`src/rtl/nx_node_pkg.sv`:
```
// Shared types and widths for the nx_node control slice: message types,
// control states, err bit positions and payload width helpers.
package nx_node_pkg;

  localparam int unsigned NX_INST_W = 21;
  localparam int unsigned NX_SLOTS  = 32;
  localparam int unsigned NX_IO_W   = 4;

  typedef enum logic [1:0] {
    MSG_LOAD   = 2'd0,
    MSG_SIGNAL = 2'd1
  } msg_type_e;

  typedef enum logic [1:0] {
    ST_SETUP,
    ST_WAIT,
    ST_RUN,
    ST_EMIT
  } ctrl_state_e;

  localparam int unsigned ERR_BAD_TYPE   = 0;
  localparam int unsigned ERR_LOAD_STATE = 1;
  localparam int unsigned ERR_TICK_DROP  = 2;

  function automatic int unsigned nx_step_w(input int unsigned slots);
    return $clog2(slots);
  endfunction

  function automatic int unsigned nx_idx_w(input int unsigned io_w);
    return $clog2(io_w);
  endfunction

  // {type[1:0], last, slot[STEP_W], instr[INST_W]}
  function automatic int unsigned nx_msg_w(input int unsigned inst_w, input int unsigned slots);
    return 3 + nx_step_w(slots) + inst_w;
  endfunction

  localparam int unsigned NX_STEP_W = nx_step_w(NX_SLOTS);
  localparam int unsigned NX_IDX_W  = nx_idx_w(NX_IO_W);
  localparam int unsigned NX_MSG_W  = nx_msg_w(NX_INST_W, NX_SLOTS);

endpackage

```
`src/rtl/nx_lowest_pick.sv`:
```
// Combinational lowest-set-bit finder: index and one-hot of the lowest set bit.
module nx_lowest_pick #(
  parameter int unsigned W     = 4,
  parameter int unsigned IDX_W = 2
) (
  input  logic [W-1:0]     i_vec,
  output logic [IDX_W-1:0] o_idx,
  output logic [W-1:0]     o_onehot
);

  logic w_found;

  always_comb begin
    o_idx   = '0;
    w_found = 1'b0;
    for (int unsigned i = 0; i < W; i++) begin
      if (i_vec[i] && !w_found) begin
        o_idx   = IDX_W'(i);
        w_found = 1'b1;
      end
    end
  end

  assign o_onehot = i_vec & (~i_vec + W'(1));

endmodule

```
`src/rtl/nx_node_control.sv`:
```
// Message-stream sequencer for nx_node_core: instruction loads, input updates,
// tick gating and output emission. Optional NX_NODE_CTRL_TICK_QUEUE_EN adds a 1-deep pending tick.
module nx_node_control
  import nx_node_pkg::*;
#(
  parameter int unsigned INST_W = NX_INST_W,
  parameter int unsigned SLOTS  = NX_SLOTS,
  parameter int unsigned IO_W   = NX_IO_W,
  parameter int unsigned STEP_W = nx_step_w(SLOTS),
  parameter int unsigned IDX_W  = nx_idx_w(IO_W),
  parameter int unsigned MSG_W  = nx_msg_w(INST_W, SLOTS)
) (
  input  logic              clk,
  input  logic              rst_n,
  input  logic              tick,
  input  logic [MSG_W-1:0]  msg_in_data,
  input  logic              msg_in_valid,
  output logic              msg_in_ready,
  output logic [IDX_W:0]    msg_out_data,
  output logic              msg_out_valid,
  input  logic              msg_out_ready,
  output logic              core_tick,
  input  logic              core_in_setup,
  input  logic              core_in_wait,
  input  logic              core_in_run,
  output logic [INST_W-1:0] core_load_instr,
  output logic [STEP_W-1:0] core_load_slot,
  output logic              core_load_last,
  output logic              core_load_valid,
  output logic              core_in_value,
  output logic [IDX_W-1:0]  core_in_index,
  output logic              core_in_valid,
  input  logic [IO_W-1:0]   core_out_values,
  input  logic [IO_W-1:0]   core_out_valids,
  output logic              idle,
  output logic [2:0]        err
);

  ctrl_state_e       r_state;
  logic              r_seen_run;
  logic [IO_W-1:0]   r_mask;
  logic [IO_W-1:0]   r_vals;
  logic              r_core_tick;
  logic [INST_W-1:0] r_load_instr;
  logic [STEP_W-1:0] r_load_slot;
  logic              r_load_last;
  logic              r_load_valid;
  logic              r_in_value;
  logic [IDX_W-1:0]  r_in_index;
  logic              r_in_valid;
  logic [2:0]        r_err;

  logic [1:0]        w_type;
  logic              w_is_load;
  logic              w_is_sig;
  logic              w_is_bad;
  logic              w_busy;
  logic              w_pending;
  logic              w_busy_drop;
  logic              w_out_valid;
  logic              w_handshake;
  logic [IDX_W-1:0]  w_idx;
  logic [IO_W-1:0]   w_onehot;
  logic              w_unused;

  assign w_unused    = core_in_setup;
  assign w_type      = msg_in_data[MSG_W-1 -: 2];
  assign w_is_load   = msg_in_valid && (w_type == MSG_LOAD);
  assign w_is_sig    = msg_in_valid && (w_type == MSG_SIGNAL);
  assign w_is_bad    = msg_in_valid && w_type[1];
  assign w_busy      = (r_state == ST_RUN) || (r_state == ST_EMIT);
  assign w_out_valid = (r_state == ST_EMIT) && (r_mask != '0);
  assign w_handshake = w_out_valid && msg_out_ready;

`ifdef NX_NODE_CTRL_TICK_QUEUE_EN
  logic r_pending;

  // WAIT always launches a pending tick on its first cycle, so WAIT consumes it.
  always_ff @(posedge clk or negedge rst_n) begin
    if (!rst_n) begin
      r_pending <= 1'b0;
    end else if (r_state == ST_WAIT) begin
      r_pending <= 1'b0;
    end else if (tick && w_busy) begin
      r_pending <= 1'b1;
    end
  end

  assign w_pending   = r_pending;
  assign w_busy_drop = tick && w_busy && r_pending;
`else
  assign w_pending   = 1'b0;
  assign w_busy_drop = tick && w_busy;
`endif

  nx_lowest_pick #(
    .W     (IO_W),
    .IDX_W (IDX_W)
  ) u_pick (
    .i_vec    (r_mask),
    .o_idx    (w_idx),
    .o_onehot (w_onehot)
  );

  always_ff @(posedge clk or negedge rst_n) begin
    if (!rst_n) begin
      r_state      <= ST_SETUP;
      r_seen_run   <= 1'b0;
      r_mask       <= '0;
      r_vals       <= '0;
      r_core_tick  <= 1'b0;
      r_load_instr <= '0;
      r_load_slot  <= '0;
      r_load_last  <= 1'b0;
      r_load_valid <= 1'b0;
      r_in_value   <= 1'b0;
      r_in_index   <= '0;
      r_in_valid   <= 1'b0;
      r_err        <= '0;
    end else begin
      r_core_tick  <= 1'b0;
      r_load_instr <= '0;
      r_load_slot  <= '0;
      r_load_last  <= 1'b0;
      r_load_valid <= 1'b0;
      r_in_value   <= 1'b0;
      r_in_index   <= '0;
      r_in_valid   <= 1'b0;
      r_err        <= '0;

      if (w_is_load) begin
        if (r_state == ST_SETUP) begin
          r_load_valid <= 1'b1;
          r_load_instr <= msg_in_data[INST_W-1:0];
          r_load_slot  <= msg_in_data[INST_W +: STEP_W];
          r_load_last  <= msg_in_data[INST_W+STEP_W];
          if (msg_in_data[INST_W+STEP_W]) begin
            r_state <= ST_WAIT;
          end
        end else begin
          r_err[ERR_LOAD_STATE] <= 1'b1;
        end
      end

      if (w_is_sig) begin
        r_in_valid <= 1'b1;
        r_in_value <= msg_in_data[0];
        r_in_index <= msg_in_data[IDX_W:1];
      end

      r_err[ERR_BAD_TYPE]  <= w_is_bad;
      r_err[ERR_TICK_DROP] <= (tick && (r_state == ST_SETUP)) || w_busy_drop ||
                              (tick && w_pending && (r_state == ST_WAIT));

      case (r_state)
        ST_WAIT: begin
          if (tick || w_pending) begin
            r_core_tick <= 1'b1;
            r_seen_run  <= 1'b0;
            r_state     <= ST_RUN;
          end
        end
        ST_RUN: begin
          // Completion needs a run observed first, so a stale wait flag cannot end the run.
          if (core_in_run) begin
            r_seen_run <= 1'b1;
          end
          if (r_seen_run && core_in_wait) begin
            r_mask  <= core_out_valids;
            r_vals  <= core_out_values;
            r_state <= ST_EMIT;
          end
        end
        ST_EMIT: begin
          if (r_mask == '0) begin
            r_state <= ST_WAIT;
          end else if (w_handshake) begin
            r_mask <= r_mask & ~w_onehot;
          end
        end
        default: ;
      endcase
    end
  end

  assign msg_in_ready    = 1'b1;
  assign msg_out_valid   = w_out_valid;
  assign msg_out_data    = w_out_valid ? {w_idx, r_vals[w_idx]} : '0;
  assign core_tick       = r_core_tick;
  assign core_load_instr = r_load_instr;
  assign core_load_slot  = r_load_slot;
  assign core_load_last  = r_load_last;
  assign core_load_valid = r_load_valid;
  assign core_in_value   = r_in_value;
  assign core_in_index   = r_in_index;
  assign core_in_valid   = r_in_valid;
  assign idle            = (r_state == ST_WAIT) && !w_pending;
  assign err             = r_err;

endmodule

```
`config.mk`:
```
export PLATFORM = sky130hd
export DESIGN_NAME = nx_node_control
export DESIGN_NICKNAME = d
export VERILOG_FILES = /design/src/rtl/nx_node_pkg.sv /design/src/rtl/nx_lowest_pick.sv /design/src/rtl/nx_node_control.sv
export SDC_FILE = /design/constraint.sdc
export NUM_CORES = 1
export LEC_CHECK = 0
export CORE_MARGIN = 3
export CORE_UTILIZATION = 36
export CTS_BUF_LIST = sky130_fd_sc_hd__clkbuf_4 sky130_fd_sc_hd__clkbuf_8 sky130_fd_sc_hd__clkbuf_16
export CTS_CLUSTER_SIZE = 10
export DETAILED_ROUTE_END_ITERATION = 12
export PLACE_DENSITY = 0.8
export SLEW_MARGIN = 40
export SYNTH_ARGS = -nofsm -noshare
export SYNTH_HDL_FRONTEND = slang
export SYNTH_HIERARCHICAL = 1
export SYNTH_SLANG_ARGS = --single-unit
export TNS_END_PERCENT = 10
```
`constraint.sdc`:
```
create_clock -name clk -period 1.65 [get_ports clk]
set_input_delay 0.33 -clock clk [delete_from_list [all_inputs] [get_ports clk]]
set_output_delay 0.33 -clock clk [all_outputs]
set_load 0.02 [all_outputs]
```
==> results.tsv <==
metric	value	unit
layout cells sized above 1	23.1	%
CTS max path bufs	2	
Post-Synth Simple-Gate Area	25.6	%
Netlist cell types	30	
starting density of the core	37.9	%
gp weighted congestion	0.870	
Total GRT Usage	14.6	%
# Max-Cap Violations	0	
largest family of logic cells by synthesized area	simple AND/OR/NAND/NOR gates	
DR WL met3	234	µm
post-route clock period utilization	127	%
die height	77.2	µm
Num CTS Buffers	5	
routed vias	1385	
Pre-Repair DR Iteration Count	4	
Ports	87	
combinational share of power	38.0	%
Yosys top cell by area	dfrtp_1	
Final setup violation count	4	
Row Count	25	
remaining global-route overflow	0	
failing checks	negative setup slack	
Sw Ratio	32.2	%
# Post-CTS Setup Buffers	0	
FF+latch count, synth	47	
final wirelength	3950	µm
core area	4820	µm²
clock power share	21.4	%
Req. time, crit path	1.32	ns
CP arrival	1.76	ns
CTS tree	built	
Setup WS pre-CTS	-0.538	ns
nets	295	
clk sinks	47	
synth top area cells	dfrtp_1 64%, and2_2 7.4%, and2_1 5.8%	
FF-to-FF Start	r_state[0]	
min Tclk post-route	2.09	ns
startpoint types	flip-flop	
Post-Synth XOR/XNOR Area	0	%
Die ar.	5960	µm²
synthesized area	1820	µm²
mux share of post-synthesis cell area	1.23	%
top-area cell type share of the netlist area	64.5	%
Flop pwr share	40.6	%
Net Switching	1.11	mW
setup slack after layout	-0.444	ns
post-DP HPWL	3040	µm
worst hold path type	input pin to async pin	
highest metal used	met4	
Setup CP Type	flip-flop to primary output	
power density cells	1160	nW/µm²
Peak VDD IR	0.715	mV
met2 wire len	1940	µm
Max Clk Rate	478	MHz
CP Capture Type	primary output	
die width	77.2	µm
Remaining DRCs	0	
hold slack	0.469	ns
Worst Setup SP	r_mask[2]	
clk root buf	clkbuf_8	
ANT cells	0	
first-pass GRT wire length	6780	µm
Final Slew Violations	0	
largest net degree at the start of global routing	38	
Routed Antenna Nets	0	
vias in the first global route	1388	
Internal Power	2.34	mW
r2r worst-path depth	4	
input/output buffers	84	
static leakage	1.37	nW
area delta synth->final	62.5	%
worst skew pair latency	0.29	ns
endpoints failing hold	0	
Via density	4.36	
syn nets	194	
clk_skew	0.00610	ns
Yosys warning count	6	
status	complete, but fails checks	
adder-cell share of the synthesized area	0	%
H-tree level count	2	
flop2flop setup slack	0.32	ns
WL per Instance	12.4	µm
Reg-to-Reg End	r_mask[1]	
fin cells	318	
Final Util	61.5	%
# placed instances	309	
Synth Area in Compound Gates	4.46	%
Starting DRT DRC Count	29	
Worst-path clk slew	0.08	ns
synthesized netlist cell count	149	
RSZ-0062 raised after global routing	yes	
worst-path fanout max	2	
initial antenna violation count	0	
Metal-1 WL	1690	µm
register area share after synthesis	64.5	%
syn avg cell area	12.2	µm²
-- repair_timing --
item	in CTS	in global routing
pin swaps	1	0
hold buffers	1	0
resized for setup	21	2
endpoints found under the hold margin	10	0
setup endpoints to repair	5	5
-- worst max path at each step --
stage               slack (ns)               to
detailed placement       -0.54  msg_out_data[0]
global placement         -0.52  msg_out_data[0]
floorplan                -0.06  msg_out_data[0]
CTS                      -0.45  msg_out_data[0]
finish                   -0.44  msg_out_data[0]
global route             -0.49  msg_out_data[0]
-- worst max-delay path: stages (launching register included) --
cell and delay [ns]:
dfrtp_1 0.39, nand2b_4 0.16, a21oi_4 0.14, mux4_2 0.50
and2_4 0.17, buf_6 0.12
-- power groups by stage --
stage | registers, mW | logic, mW | clock network [mW]
after floorplan | 1.42 | 0.554 | 0
after global placement | 1.40 | 1.27 | 0
after detailed placement | 1.41 | 1.30 | 0
after CTS | 1.40 | 1.31 | 0.768
after global routing | 1.42 | 1.43 | 0.821
final | 1.40 | 1.31 | 0.737
-- logic make-up (layout without fill, tap and decap cells) --
group / count (synthesis) / in the layout
AOI/OAI and AO/OA: 12 / 12
buffers and inverters: 13 / 115
DFF: 47 / 47
muxes: 1 / 1
other: 1 / 1
and+or+nand+nor: 75 / 75
-- placed cells by master (no fill, tap or decap), types with 3 or more instances in the layout --
| cell | Yosys | layout |
|---|---|---|
| dfrtp_1 | 47 | 47 |
| buf_4 | 2 | 14 |
| clkbuf_8 | 0 | 7 |
| buf_2 | 2 | 3 |
| inv_1 | 6 | 6 |
| and2_2 | 18 | 18 |
| o311ai_0 | 4 | 4 |
| nor2_1 | 6 | 5 |
| nand3_1 | 5 | 5 |
| nand2_1 | 17 | 17 |
| clkdlybuf4s50_1 | 0 | 78 |
| a21oi_1 | 3 | 3 |
| and2_1 | 17 | 16 |
-- synth_stat cells --
library cell,instances
a21oi_1,3
a21oi_2,1
a31oi_1,2
and2_1,17
and2_2,18
and3b_2,1
and4b_1,1
buf_2,2
buf_4,2
buf_6,2
clkbuf_1,1
conb_1,1
dfrtp_1,47
inv_1,6
mux4_2,1
nand2_1,17
nand2b_4,1
nand3_1,5
nand4b_1,1
nor2_1,6
nor2b_1,1
nor3_1,1
nor3_2,1
nor3_4,1
nor3b_1,1
nor4_1,1
o21ai_0,2
o311ai_0,4
or3b_1,1
or3b_4,1
-- metrics by stage --
| step | area, µm² | setup TNS, ns | total power, mW |
|---|---|---|---|
| floorplan | 1830 | -0.134 | 1.97 |
| global placement | 2840 | -5.23 | 2.67 |
| detailed placement | 2840 | -5.45 | 2.71 |
| CTS | 2970 | -1.22 | 3.48 |
| global route | 2960 | -1.59 | 3.67 |
| finish | 2960 | -1.25 | 3.44 |
-- state kept, by name, indices dropped and copies added (netlist names) --
register and cells:
core_load_last 1, r_vals 4, err 3, core_in_index 2
r_state 2, core_in_value 1, r_mask 4, r_seen_run 1
core_in_valid 1, core_tick 1, core_load_valid 1, core_load_slot 5
core_load_instr 21
-- layout make-up --
type                       instances  area (µm²)
fill                             408        1850
clock inverter                     1        7.51
clock buffer                       7        96.3
timing repair buffer             101         985
sequential                        47        1180
tap                               67        83.8
inverter                           6        22.5
multi-input combinational         89         593
-- layer usage --
layer | GRT usage, % | vias to the layer above
met2 | 24.1 | 59
met3 | 3.29 | 8
li1 | - | 685
met5 | 0 | -
met4 | 6.41 | 0
met1 | 18.2 | 633
(Power assumes the default switching activity.)
